$ cat config.mk
export PLATFORM = sky130hd
export DESIGN_NAME = line_buffer_ctrl
export DESIGN_NICKNAME = d
export VERILOG_FILES = /design/src/rtl/line_buffer_ctrl.sv
export SDC_FILE = /design/constraint.sdc
export NUM_CORES = 1
export LEC_CHECK = 0
export CAP_MARGIN = 20
export CELL_PAD_IN_SITES_DETAIL_PLACEMENT = 0
export CELL_PAD_IN_SITES_GLOBAL_PLACEMENT = 1
export CORE_MARGIN = 10
export CORE_UTILIZATION = 43
export DETAILED_ROUTE_END_ITERATION = 16
export GPL_TIMING_DRIVEN = 0
export PLACE_DENSITY_LB_ADDON = 0.1
export SLEW_MARGIN = 5
export SYNTH_ARGS = -nofsm -noshare
export SYNTH_HDL_FRONTEND = slang
export SYNTH_SLANG_ARGS = --single-unit
$ cat constraint.sdc
create_clock -name clk -period 5.69 [get_ports clk]
set_input_delay 1.138 -clock clk [delete_from_list [all_inputs] [get_ports clk]]
set_output_delay 1.138 -clock clk [all_outputs]
set_load 0.02 [all_outputs]
$ cat src/rtl/line_buffer_ctrl.sv
// line_buffer_ctrl: sequencer for the two-stage line-buffer chain ahead of the
// 3x3 matrix generator. It tracks the frame position of the incoming pixel
// stream and writes each pixel into the chain. Each vertical tap triplet is
// tagged with its centre-row/column and border flags.
//
// Build option: define LB_FLUSH_EN to add a dummy flush row at end of frame.
// The flush row lets the last image row reach the matrix generator as a centre
// row. Without it, the final centre row is never emitted and ready stays high.
//
// Ports:
//   clk, rst_n        clock (rising edge), asynchronous active-low reset
//   din, valid_in     input pixel and its valid strobe
//   sof               start of frame, qualified by valid_in
//   ready             block can accept a pixel (combinational from state)
//   lb_din, lb_wr_en  data and write strobe to the line-buffer chain
//   lb_clr            one-cycle clear pulse to the chain after a mid-frame sof
//   col_valid         vertical tap triplet valid
//   col_row, col_col  centre row / column of the current triplet
//   border            {top, bottom, left, right} flags of the centre pixel
//   frame_done        one-cycle pulse with the last triplet of a frame
//   sof_err           sticky mid-frame sof flag, cleared only by reset
module line_buffer_ctrl #(
   parameter int unsigned WIDTH      = 10,
   parameter int unsigned IMG_WIDTH  = 480,
   parameter int unsigned IMG_HEIGHT = 272,
   parameter int unsigned CW         = 9
) (
   input  logic             clk,
   input  logic             rst_n,
   input  logic [WIDTH-1:0] din,
   input  logic             valid_in,
   input  logic             sof,
   output logic             ready,
   output logic [WIDTH-1:0] lb_din,
   output logic             lb_wr_en,
   output logic             lb_clr,
   output logic             col_valid,
   output logic [CW-1:0]    col_row,
   output logic [CW-1:0]    col_col,
   output logic [3:0]       border,
   output logic             frame_done,
   output logic             sof_err
);

   localparam logic [CW-1:0] LastCol = CW'(IMG_WIDTH - 1);
   localparam logic [CW-1:0] LastRow = CW'(IMG_HEIGHT - 1);
   localparam logic [CW-1:0] One     = CW'(1);

   typedef enum logic [1:0] {
      StIdle,
      StFirst,
`ifdef LB_FLUSH_EN
      StRun,
      StFlush
`else
      StRun
`endif
   } state_e;

   state_e state_q, state_d;

   // row_q/col_q hold the position of the next pixel expected in FIRST/RUN;
   // in FLUSH col_q walks the dummy row.
   logic [CW-1:0] row_q, row_d, col_q, col_d;

   logic [WIDTH-1:0] din_d;
   logic             wr_d, clr_d, cv_d, done_d, err_d;
   logic [CW-1:0]    crow_d, ccol_d;
   logic [3:0]       border_d;

   logic          accept, last_col, last_pix;
   logic [CW-1:0] row_above;

`ifdef LB_FLUSH_EN
   assign ready = (state_q != StFlush);
`else
   assign ready = 1'b1;
`endif

   assign accept    = valid_in && ready;
   assign last_col  = (col_q == LastCol);
   assign last_pix  = last_col && (row_q == LastRow);
   // Centre row of the triplet completed by the current pixel.
   assign row_above = row_q - One;

   always_comb begin
      state_d  = state_q;
      row_d    = row_q;
      col_d    = col_q;
      din_d    = lb_din;
      wr_d     = 1'b0;
      clr_d    = 1'b0;
      cv_d     = 1'b0;
      crow_d   = col_row;
      ccol_d   = col_col;
      border_d = border;
      done_d   = 1'b0;
      err_d    = sof_err;

      unique case (state_q)
         StIdle: begin
            // Pixels without sof are dropped until a frame starts.
            if (accept && sof) begin
               wr_d    = 1'b1;
               din_d   = din;
               row_d   = '0;
               col_d   = One;
               state_d = StFirst;
            end
         end

         StFirst, StRun: begin
            if (accept && sof) begin
               // Mid-frame sof: drop the pixel, clear the chain and resync.
               err_d   = 1'b1;
               clr_d   = 1'b1;
               row_d   = '0;
               col_d   = '0;
               state_d = StIdle;
            end else if (accept) begin
               wr_d  = 1'b1;
               din_d = din;
               if (state_q == StRun) begin
                  cv_d     = 1'b1;
                  crow_d   = row_above;
                  ccol_d   = col_q;
                  border_d = {row_above == '0, row_above == LastRow, col_q == '0, last_col};
               end
               if (last_pix) begin
                  row_d = '0;
                  col_d = '0;
`ifdef LB_FLUSH_EN
                  state_d = StFlush;
`else
                  done_d  = 1'b1;
                  state_d = StIdle;
`endif
               end else if (last_col) begin
                  col_d   = '0;
                  row_d   = row_q + One;
                  state_d = StRun;
               end else begin
                  col_d = col_q + One;
               end
            end
         end

`ifdef LB_FLUSH_EN
         StFlush: begin
            // Zero row pushed through the chain so the last image row is centred.
            wr_d     = 1'b1;
            din_d    = '0;
            cv_d     = 1'b1;
            crow_d   = LastRow;
            ccol_d   = col_q;
            border_d = {LastRow == '0, 1'b1, col_q == '0, last_col};
            if (last_col) begin
               done_d  = 1'b1;
               col_d   = '0;
               state_d = StIdle;
            end else begin
               col_d = col_q + One;
            end
         end
`endif

         default: state_d = StIdle;
      endcase
   end

   always_ff @(posedge clk or negedge rst_n) begin
      if (!rst_n) begin
         state_q    <= StIdle;
         row_q      <= '0;
         col_q      <= '0;
         lb_din     <= '0;
         lb_wr_en   <= 1'b0;
         lb_clr     <= 1'b0;
         col_valid  <= 1'b0;
         col_row    <= '0;
         col_col    <= '0;
         border     <= '0;
         frame_done <= 1'b0;
         sof_err    <= 1'b0;
      end else begin
         state_q    <= state_d;
         row_q      <= row_d;
         col_q      <= col_d;
         lb_din     <= din_d;
         lb_wr_en   <= wr_d;
         lb_clr     <= clr_d;
         col_valid  <= cv_d;
         col_row    <= crow_d;
         col_col    <= ccol_d;
         border     <= border_d;
         frame_done <= done_d;
         sof_err    <= err_d;
      end
   end

endmodule

## Yosys cells after proc, flatten, opt, wreduce, memory -nomap -nowiden

Index checks and enable logic that the tools add are counted.

- $add $sub $neg: 3
- Eq/ne operators: 10
- Mux-type cells: 35
- Bitwise operators: 1
- Reduce and logical (&&, ||, !) cells: 13

Operators with widths:

| cell | number |
|---|---|
| $mux W9 | 10 |
| $pmux W9 S2 | 2 |
| $mux W10 | 3 |
| $eq A9 B9 Y1 const B | 3 |
| $pmux W10 S2 | 1 |
| $add A9 B1 Y9 const B | 2 |
| $logic_not A9 Y1 | 2 |
| $mux W1 | 12 |
| $reduce_and A4 Y1 | 3 |
| $mux W2 | 5 |
| $sub A9 B1 Y9 const B | 1 |
| $ne A2 B2 Y1 const B | 3 |
| $reduce_and A3 Y1 | 2 |
| $ne A4 B4 Y1 const B | 1 |
| $pmux W2 S2 | 1 |
| $ne A3 B3 Y1 const B | 1 |
| $eq A2 B1 Y1 const B | 1 |
| $eq A2 B2 Y1 const B | 1 |
| $logic_and A1 B1 Y1 | 2 |
| $logic_not A2 Y1 | 1 |
| $pmux W1 S2 | 1 |
| $reduce_and A2 Y1 | 1 |
| $reduce_bool A2 Y1 | 1 |
| $reduce_or A2 Y1 | 1 |
| $not A1 Y1 | 1 |

- Flip-flop bits (word level): 57
- Bits of input ports: 14
- Output and inout port bits: 38
- Logic and storage cells: 74

## Depth between registers and ports, before layout

- Depth after elaboration: 6
- Mapped depth: 7
- Gate-level depth less buffers: 7

## Least setup slack after synthesis

OpenSTA, ideal clock, no wires.

- Kind: input-to-reg
- Start point: in valid_in
- End point: reg row_q[8]
- Library setup time: 79 ps
- Arrival time: 2389 ps
- Path slack: 3221 ps
- Stages on the path: 5
- Buffers on the path: 1
- Cells stage by stage: buf_2 > o211ai_1 > or2_1 > or4_1 > mux2i_1

- Cells in the longest elaborated chain, start to end: 3
- Elaborated cells between the ends (all ways): 7

RTL lines:

| what | line | source |
|---|---|---|
| start, declared | 31 | `input logic valid_in,` |
| $logic_and A1 B1 Y1 | 103, 113 |  |
| $ne A4 B4 Y1 (no line), or another cell as far along | -- |  |
| $reduce_and A4 Y1 (no line) or $pmux W9 S2 (tied branches) | -- |  |
| end signal, assigned | 187 | `row_q <= row_d;` |
| end, declared | 64 | `logic [CW-1:0] row_q, row_d, col_q, col_d;` |

Several ways; a longest one is shown, not always the timed one.
A chain may end at the register's enable or synchronous reset.

## Final worst setup path

- Start point: in sof
- End point: reg row_q[8]

- Cells in the longest elaborated chain, start to end: 3
- Elaborated cells between the ends (all ways): 7

RTL lines:

| what | line | source |
|---|---|---|
| start, declared | 32 | `input logic sof,` |
| $logic_and A1 B1 Y1 (*) | 103, 113 |  |
| $ne A4 B4 Y1 (no line), or another cell as far along | -- |  |
| $reduce_and A4 Y1 (no line) or $pmux W9 S2 (tied branches) | -- |  |

Every way passes the cells marked *; elsewhere a longest branch is shown, timed or not.

==> impl_results.md <==
- Outcome: finished, final reports clean
- Fin area: 3670 um^2
- M2 GR Usage: 0.215
- Clock root cell: clkbuf_8
- VDD IR max: 290 uV
- CP delay by family, top: simple AND/OR/NAND/NOR gates
- Unrepaired setup endpoints after global routing: false
- Post-DP HPWL: 5.23 mm
- # DRC: 0
- DRT Pass-1 Iters: 6
- Net total in the final layout: 378
- Die footprint: 10300 um^2
- Met1 usage: 0.182
- Die width: 101 um
- CP Launch Type: input port
- GRT overflow: 0
- Synth area leader: dfrtp_1
- Global route hottest layer: met2
- CTS Buffer Depth: 2
- Post-route minimum period: 2.99 ns
- DR iter-0 viols: 58
- Post-Route WL: 6.99 mm
- Largest family of logic cells by synthesized area: simple AND/OR/NAND/NOR gates
- Count leader, synth: dfrtp_1
- Post-route antenna net violation count: 0
- Post-synth net total: 316
- CP bufs+invs: 1
- CTS resizes: 0
- Leakage: 0.00161 uW
- Final Instance Count excl. Fillers: 437
- Max Clk Rate: 0.334 GHz
- Syn. warnings: 0
- CP Max Fanout: 10
- Seq cells post-synth: 57
- Mean Syn Cell Area: 9.72 um^2
- First-pass GRT wire length: 11.5 mm
- Hold buffers post-CTS: 0
- Core ar.: 6390 um^2
- Max H-tree Level: 3
- TritonCTS buffer count: 9
- Class of the worst hold path: reg -> reg
- Clock Latency Late Sink: 0.33 ns
- Fillers: 605
- Async set-reset flop share out of synthesis: 1.00
- Synthesized area: 2850 um^2
- Compound-Gate Fraction of Synth Area: 0.144
- Number of vias per cell: 5.35
- Critical path class: in -> reg
- Worst-Margin Slew: 0.765 ns
- Routed len/inst: 16.0 um
- Die H: 101 um
- Post-synth EDFFs: 0
- # port buffers: 50
- CP Data Required Time: 5.95 ns
- Flip-flop and latch area: 1430 um^2
- Gpl congestion: 0.836
- XOR/XNOR Fraction of Synth Area: 0.0215
- Post-synthesis adder-cell area fraction: 0.0395
- Starting Density: 0.446
- Share of the synthesized area in the top cell type: 0.501
- Via Count: 2340
- Crit-path max cell delay: 0.59 ns
- Synth cell count leaders: 57 x dfrtp_1, 39 x o21ai_0, 37 x nand2_1
- CTS tree: yes
- Simple-Gate Fraction of Synth Area: 0.188
- IO Pins: 52
- GR Util met3: 0.0334
- Num Clock Sinks: 57
- Synth unique cells: 47
- Rows: 29
- Final hold vios: 0
- Layout cell share with drive strength beyond 1: 0.114
- Final setup violation count: 0
- Final setup TNS: 0 ns
- Ant diodes: 0
- CP cell instances: clkdlybuf4s50_1 -> nand2b_1 -> o211ai_1 -> or2_1 -> or4_1 -> mux2i_1
- Initial antenna violation count: 0
- Main synth FF type: dfrtp_1
- Post-DP Area: 3460 um^2
- Critical-path top delay cell: clkdlybuf4s50_1
- Largest net degree at the start of global routing: 30
- Final-report max-slew violation count: 0
- Placed cell count: 421
- Multiplexer share of the synthesized area: 0.0703
- Vias in the first global route: 2295
- Pwr dens: 338 nW/um^2
- Final Util: 0.575
- Layout area overhead: 28.9%
- Synth Instances: 293
- Clock slew at reported path FFs: 0.07 ns
- Worst clock skew: 0.00634 ns
- Final period utilization: 0.526
- Area of the multi-input gates: 1320 um^2
- Worst setup EP type: register
- Arr. time, crit path: 3.25 ns
- Synth top area cells: dfrtp_1 50%, o21ai_0 6.9%, mux2_2 6.3%
- Post-synthesis sequential area ratio: 0.501
- Relative slew slack: 0.488
- Total setup buffers inserted after CTS: 0
- Tot Pwr: 1240 uW
- Global Route Usage Sum: 0.139
- Max cap viols: 0
power by group:
group | switching (uW) | internal, uW | total [uW] | leakage (uW)
Combinational | 191 | 153 | 344 | 0.000753
Clock | 166 | 246 | 412 | 0.0000995
Sequential | 29.9 | 456 | 486 | 0.000762
Total | 386 | 855 | 1240 | 0.00161
per-layer routing:
layer / share of wire / up-vias
li1: - / 1160
met1: 0.46 / 1123
met2: 0.46 / 48
met3: 0.053 / 9
met4: 0.017 / 0
met5: 0 / -
flip-flops by register name, indices dropped and copies added (netlist names):
name and cells:
col_valid 1, sof_err 1, lb_wr_en 1, border 4, lb_clr 1, col_q 9
col_row 9, frame_done 1, col_col 9, state_q 2, row_q 9, lb_din 10
through the flow:
| stage | hold slack, ns | setup WS [ns] |
|---|---|---|
| 2_1_floorplan | 0.496 | 3.22 |
| 3_3_place_gp | 0.453 | 1.65 |
| 3_5_place_dp | 0.456 | 2.34 |
| 4_1_cts | 0.473 | 2.70 |
| 5_1_grt | 0.492 | 2.56 |
| 6_report | 0.473 | 2.70 |
worst paths after layout:
kind / startpoint / to / slack [ns] / cells past startpoint
min: sof_err$_DFFE_PN0P_ / sof_err$_DFFE_PN0P_ / 0.47 / 1
min reg2reg: sof_err$_DFFE_PN0P_ / sof_err$_DFFE_PN0P_ / 0.47 / 1
min in group asynchronous: rst_n / lb_din[7]$_DFFE_PN0P_ / 0.84 / 1
max in group asynchronous: rst_n / state_q[1]$_DFFE_PN0P_ / 4.25 / 2
max reg2reg: state_q[1]$_DFFE_PN0P_ / row_q[8]$_DFFE_PN0P_ / 3.33 / 7
max: sof / row_q[8]$_DFFE_PN0P_ / 2.70 / 6
final cells by class:
class | instances | share of cell area
repair buffers | 51 | 0.140
clock inverters | 5 | 0.0218
flip-flops and latches | 57 | 0.388
inverters | 10 | 0.0102
well taps | 77 | 0.0262
clock buffers | 11 | 0.0358
multi-input cells | 211 | 0.360
plain buffers | 15 | 0.0174
logic make-up after synthesis:
logic type | after synthesis
simple gates | 106
compound gates | 70
flops | 57
buf+inv | 25
mux | 18
fa+ha+maj | 9
xor+xnor | 7
other cells | 1
layout by cell type (no fill, tap or decap), types with 2 or more instances in the layout:
cell             count
or3_1                2
xnor2_1              4
o211ai_1             2
a41oi_1              2
bufinv_16            2
mux2i_1              2
ha_1                 9
buf_1                2
and3_1               4
dfrtp_1             57
mux2_2              16
clkbuf_8             9
clkdlybuf4s50_1     49
nand2b_1             4
o21ai_0             39
o41ai_1              2
o31ai_1              6
nor4_1               3
inv_1               10
a21oi_1              9
nand2_1             37
nand4b_1             4
xor2_1               3
nor2_1              20
a21o_1               2
a31oi_1              3
nor3_1               6
clkbuf_1            11
nand4_1              2
nand3b_1             2
nand3_1              9
nor4b_1              3
buf_2                4
clkinvlp_4           2
Note: power is estimated with default switching activity, not from simulation.
==> patch 1: new RTL, config.mk and constraints unchanged <==
Add a define of `LB_FLUSH_EN`.
--- a/src/rtl/line_buffer_ctrl.sv
+++ b/src/rtl/line_buffer_ctrl.sv
@@ -20,4 +20,6 @@
 //   frame_done        one-cycle pulse with the last triplet of a frame
 //   sof_err           sticky mid-frame sof flag, cleared only by reset
+`define LB_FLUSH_EN
+
 module line_buffer_ctrl #(
    parameter int unsigned WIDTH      = 10,
Behaviour: no difference found for any inputs over 10 cycles, from zero or initial values and one cycle with rst_n low; that may be too few to reach the edited logic, so the function may still have changed.
==> patch 1 against the unedited design <==
  * Largest cell class is now multi-input gates
  * Register-to-register slack worse by 0.03 ns
  * Sequential cell count stayed put
  * Design area is 6.4% higher
  * Total power is 16% higher
  * Utilization is 0.60 points lower
  * Clock skew is 0.0021 ns higher
  * Synthesized area is 7.7% higher
  * Routed wire length is 9.2% higher
  * Global-route usage is 0.39 points higher
  * Setup slack worse by 0.13 ns
  * Non-clock buffer count is 5 higher
  * Sequential power is 2% higher
  * Clock power is 7.3% lower
==> patch 1: results (changes against the unedited design) <==
<table>
<tr><th>Metric</th><th>Value</th></tr>
<tr><th colspan="2">Status</th></tr>
<tr><td>Status</td><td>complete, no violations</td></tr>
<tr><th colspan="2">Synthesis</th></tr>
<tr><td>Share of synthesized area occupied by flip-flops and latches</td><td>46.5% (-3.6 points)</td></tr>
<tr><td>Arithmetic-cell share of the synthesized area counting full adders, half adders and majority gates</td><td>3.67% (-0.28 points)</td></tr>
<tr><td>Synthesized-area fraction occupied by ao, oa, aoi and oai cells</td><td>17.3% (+2.9 points)</td></tr>
<tr><td>Largest cells by area after synthesis</td><td>sky130_fd_sc_hd__dfrtp_1 (46%), sky130_fd_sc_hd__mux2_2 (6.6%), sky130_fd_sc_hd__ha_1 (3.7%), sky130_fd_sc_hd__a21oi_1 (2.8%), sky130_fd_sc_hd__nand2_1 (2.7%)</td></tr>
<tr><td>Count of unique library cells instantiated by Yosys</td><td>58 (+23%)</td></tr>
<tr><th colspan="2">Worst setup path</th></tr>
<tr><td>Kind of cell adding the most delay to the critical path</td><td>buffers and inverters</td></tr>
<tr><td>CP Launch Point</td><td>state_q[0]</td></tr>
<tr><td>Delay of the slowest cell on the worst path</td><td>0.66 ns (+0.07 ns)</td></tr>
<tr><td>Worst r2r src</td><td>row_q[0]</td></tr>
<tr><th colspan="2">Place</th></tr>
<tr><td>Port Buffers</td><td>51 (+2.0%)</td></tr>
<tr><td>GP Congestion</td><td>0.843 (+0.80%)</td></tr>
<tr><td>Worst Setup Slack post-DPL</td><td>2.56 ns (+0.220 ns)</td></tr>
<tr><th colspan="2">GRT</th></tr>
<tr><td>GR Util met3</td><td>4.09% (+0.75 points)</td></tr>
<tr><td>Via count of the first global-routing pass</td><td>2451 (+6.8%)</td></tr>
<tr><td>Pin count of the biggest net entering global routing</td><td>32 (+6.7%)</td></tr>
<tr><th colspan="2">Layout</th></tr>
<tr><td>Share of cells above drive strength 1</td><td>14.2% (+2.8 points)</td></tr>
<tr><th colspan="2">Routing</th></tr>
<tr><td>Routed length on met1</td><td>3370 microns (+3.7%)</td></tr>
<tr><td>Number of search-and-repair iterations in the first detailed-routing pass</td><td>4 (-2)</td></tr>
<tr><td>DR vias/cell</td><td>5.44 (+1.6%)</td></tr>
<tr><td>Met3 Routed Length</td><td>505 microns (+35%)</td></tr>
<tr><td>Average detailed-routed wire length per instance</td><td>16.5 microns (+3.1%)</td></tr>
<tr><td>Violation count after the first detailed-routing iteration</td><td>69 (+19%)</td></tr>
<tr><td>Sum of met2 wire segment lengths after detailed routing</td><td>3640 microns (+12%)</td></tr>
<tr><th colspan="2">Power</th></tr>
<tr><td>Max rail drop VDD</td><td>0.000172 V (-41%)</td></tr>
<tr><td>Leak Pwr</td><td>0.00166 uW (+2.8%)</td></tr>
<tr><th colspan="2">STA</th></tr>
<tr><td>Worst setup skew after layout</td><td>0.00847 ns (+0.00213 ns)</td></tr>
<tr><td>Worst hold slack across all endpoints</td><td>0.466 ns (-0.00769 ns)</td></tr>
<tr><td>Actual transition at the worst max-transition pin</td><td>0.747 ns (-0.0179 ns)</td></tr>
</table>
[patch 1: final cells by class]
type / instances / area [sq um] / share of cell area (%)
Clock buffer: 12 / 155 / 3.97
Inverter: 15 / 56.3 / 1.44
Buffer: 19 / 90.1 / 2.30
Multi-Input combinational cell: 209 / 1500 / 38.3
Timing Repair Buffer: 52 / 526 / 13.4
Clock inverter: 3 / 40.0 / 1.02
Sequential cell: 57 / 1430 / 36.5
Tap cell: 96 / 120 / 3.07
[patch 1: worst max-delay path by stage]
stage | endpoint | slack [ns] | cells past startpoint
CTS | ready | 2.57 | 4
floorplan | row_q[3] | 3.17 | 6
detailed placement | col_q[3] | 2.56 | 6
global route | ready | 2.51 | 4
finish | ready | 2.57 | 4
global placement | row_q[3] | 1.63 | 1
[patch 1: power breakdown]
group	total (uW)	switching [uW]	internal, uW	leakage [uW]
logic	557	320	237	0.000824
registers	496	33.1	463	0.000733
clock network	382	159	222	0.000102
==> patch 2: new RTL, same flow settings <==
Made on the original files. Take the reset off `lb_din` and load it in a clocked block of its own.
--- a/src/rtl/line_buffer_ctrl.sv
+++ b/src/rtl/line_buffer_ctrl.sv
@@ -174,5 +174,4 @@
          row_q      <= '0;
          col_q      <= '0;
-         lb_din     <= '0;
          lb_wr_en   <= 1'b0;
          lb_clr     <= 1'b0;
@@ -187,5 +186,4 @@
          row_q      <= row_d;
          col_q      <= col_d;
-         lb_din     <= din_d;
          lb_wr_en   <= wr_d;
          lb_clr     <= clr_d;
@@ -199,4 +197,8 @@
    end
 
+   always_ff @(posedge clk) begin
+      lb_din <= din_d;
+   end
+
 endmodule
 
Formal check against the unedited RTL: not equivalent (Yosys sat finds a counterexample within 4 cycles, from zero or initial values and one cycle with rst_n low).
==> patch 2 against the unedited design <==
  * Sequential cell count unchanged
  * Highest routed layer unchanged
  * Synthesized area up 1.3%
  * Setup slack better by 0.023 ns
  * Routed wire length grew 1.9%
  * Critical path type unchanged
  * Non-clock buffer count up 3
  * Register-to-register slack worse by 0.05 ns
  * Critical path depth grew 1
  * Design area rose by 1.3%
  * Global-route usage up 0.40 points
Power is not compared: it rests on default switching activity, and its combinational part moved more than twofold at a synthesized area within 25%.
==> patch 2: results (changes against the unedited design) <==
<table>
<tr><th>Metric</th><th>Value</th></tr>
<tr><th colspan="2">Status</th></tr>
<tr><td>Status</td><td>complete, no violations</td></tr>
<tr><th colspan="2">Min path</th></tr>
<tr><td>Worst Hold Path Cells</td><td>2 (+1)</td></tr>
<tr><td>Startpoint of the tightest hold check path</td><td>col_row[6]</td></tr>
<tr><th colspan="2">Synthesis</th></tr>
<tr><td>Largest cells by area after synthesis</td><td>sky130_fd_sc_hd__dfrtp_1 (41%), sky130_fd_sc_hd__edfxtp_1 (10%), sky130_fd_sc_hd__o21ai_0 (4.2%), sky130_fd_sc_hd__ha_1 (3.9%), sky130_fd_sc_hd__nand2_1 (3.4%)</td></tr>
<tr><td>Number of enable flip-flop cells after synthesis</td><td>10 (+10)</td></tr>
<tr><td>Number of nets produced by synthesis</td><td>297 (-6.0%)</td></tr>
<tr><td>Post-synth top cells</td><td>sky130_fd_sc_hd__dfrtp_1 (47), sky130_fd_sc_hd__nand2_1 (26), sky130_fd_sc_hd__o21ai_0 (24)</td></tr>
<tr><td>Count of unique library cells instantiated by Yosys</td><td>55 (+17%)</td></tr>
<tr><th colspan="2">STA</th></tr>
<tr><td>Relative slew slack</td><td>35.6% (-13 points)</td></tr>
<tr><td>Worst setup skew after layout</td><td>0.00617 ns (-0.000170 ns)</td></tr>
<tr><th colspan="2">Place</th></tr>
<tr><td>GP Congestion</td><td>0.818 (-2.1%)</td></tr>
<tr><td>Worst Setup Slack post-DPL</td><td>2.39 ns (+0.0464 ns)</td></tr>
<tr><td>Port Buffers</td><td>49 (-2.0%)</td></tr>
<tr><td>Sum of net half-perimeters after detailed placement</td><td>5220 microns (-0.26%)</td></tr>
<tr><th colspan="2">Routing</th></tr>
<tr><td>Average detailed-routed wire length per instance</td><td>17.1 microns (+6.8%)</td></tr>
<tr><td>Violation count after the first detailed-routing iteration</td><td>85 (+47%)</td></tr>
<tr><td>Number of search-and-repair iterations in the first detailed-routing pass</td><td>4 (-2)</td></tr>
<tr><th colspan="2">GRT</th></tr>
<tr><td>Overall fraction of global-route tracks in use</td><td>14.4% (+0.40 points)</td></tr>
<tr><td>Pin count of the biggest net entering global routing</td><td>32 (+6.7%)</td></tr>
<tr><td>Via count of the first global-routing pass</td><td>2258 (-1.6%)</td></tr>
<tr><td>Global-route wire length before repair</td><td>11700 microns (+2.3%)</td></tr>
<tr><th colspan="2">Layout</th></tr>
<tr><td>Filler Cells Inserted</td><td>554 (-8.4%)</td></tr>
<tr><td>Total Nets Final</td><td>358 (-5.3%)</td></tr>
<tr><td>Share of cells above drive strength 1</td><td>13.2% (+1.8 points)</td></tr>
<tr><th colspan="2">Worst setup path</th></tr>
<tr><td>Data arrival time at the worst-slack endpoint</td><td>3.21 ns (-0.04 ns)</td></tr>
<tr><td>Delay of the slowest cell on the worst path</td><td>0.57 ns (-0.02 ns)</td></tr>
<tr><td>Worst-path cell with the longest stage delay</td><td>sky130_fd_sc_hd__a21oi_1</td></tr>
<tr><td>Kind of cell adding the most delay to the critical path</td><td>buffers and inverters</td></tr>
<tr><td>CP Launch Point</td><td>valid_in</td></tr>
</table>
[patch 2: changes by cell type after synthesis, sizes merged, moves of 4 or more]
| cell | delta |
|---|---|
| a22oi | +7 |
| buf | +9 |
| clkbuf | -5 |
| dfrtp | -10 |
| edfxtp | +10 |
| mux2 | -10 |
| nand2 | -11 |
| nand4b | -4 |
| nor2 | -9 |
| nor3 | -4 |
| o21ai | -15 |
| o31ai | +5 |
| or4 | +8 |
[patch 2: worst paths after layout]
kind	end	slack (ns)
worst max-delay path	row_q[4]	2.72
min in group asynchronous	lb_clr	0.74
max in group asynchronous	col_row[5]	4.43
worst min-delay path	col_row[6]	0.48
worst min register to register	col_row[6]	0.48
worst max register to register	row_q[4]	3.28
[patch 2: cell type report]
class                      count  share of cell area (%)
sequential                    57                    39.7
timing repair buffer          50                    13.6
clock inverter                 7                    2.93
buffer                        19                    3.46
clock buffer                   9                    3.33
multi-input combinational    185                    33.1
tap                           77                    2.59
inverter                      13                    1.31
[patch 2: routing by layer]
| layer | up-vias | routed length, microns | share of wire, % | global-route usage (%) |
|---|---|---|---|---|
| met5 | - | 0 | 0 | 0 |
| met1 | 1077 | 3570 | 50 | 19.7 |
| met2 | 53 | 3010 | 42 | 20.8 |
| met4 | 0 | 58 | 0.81 | 5.97 |
| li1 | 1134 | - | - | - |
| met3 | 4 | 475 | 6.7 | 4.05 |
[patch 2: worst min-delay path: stages, from the launching register on]
cell and delay, ns:
sky130_fd_sc_hd__dfrtp_1 0.34, sky130_fd_sc_hd__nand2_1 0.04, sky130_fd_sc_hd__o21ai_0 0.06
[patch 2: logic make-up (layout without fill, tap and decap cells)]
group | after synthesis | count (layout) | share of synthesized area [%]
and+or+nand+nor | 88 | 88 | 17.2
AOI/OAI and AO/OA | 72 | 72 | 16.4
DFF | 57 | 57 | 51.1
buffers and inverters | 32 | 98 | 6.16
adders and majority gates | 9 | 9 | 3.90
xor gates and xnor gates | 8 | 8 | 2.43
muxes | 7 | 7 | 2.69
other | 1 | 1 | 0.130
[patch 2: metrics by stage]
| step | hold slack [ns] | total power [uW] | util (%) | std cells |
|---|---|---|---|---|
| global route | 0.498 | 1940 | 57.9 | 417 |
| detailed placement | 0.463 | 1390 | 54.3 | 401 |
| global placement | 0.452 | 1380 | 54.1 | 400 |
| CTS | 0.479 | 1840 | 57.9 | 417 |
| finish | 0.477 | 1820 | 57.9 | 417 |
| floorplan | 0.481 | 1070 | - | 274 |
[patch 2: power by group through the flow]
stage          clock (uW)  sequential (uW)  combinational (uW)
2_1_floorplan           0              696                 379
3_3_place_gp            0              596                 780
3_5_place_dp            0              601                 786
4_1_cts               455              593                 788
5_1_grt               472              607                 861
6_report              447              593                 778
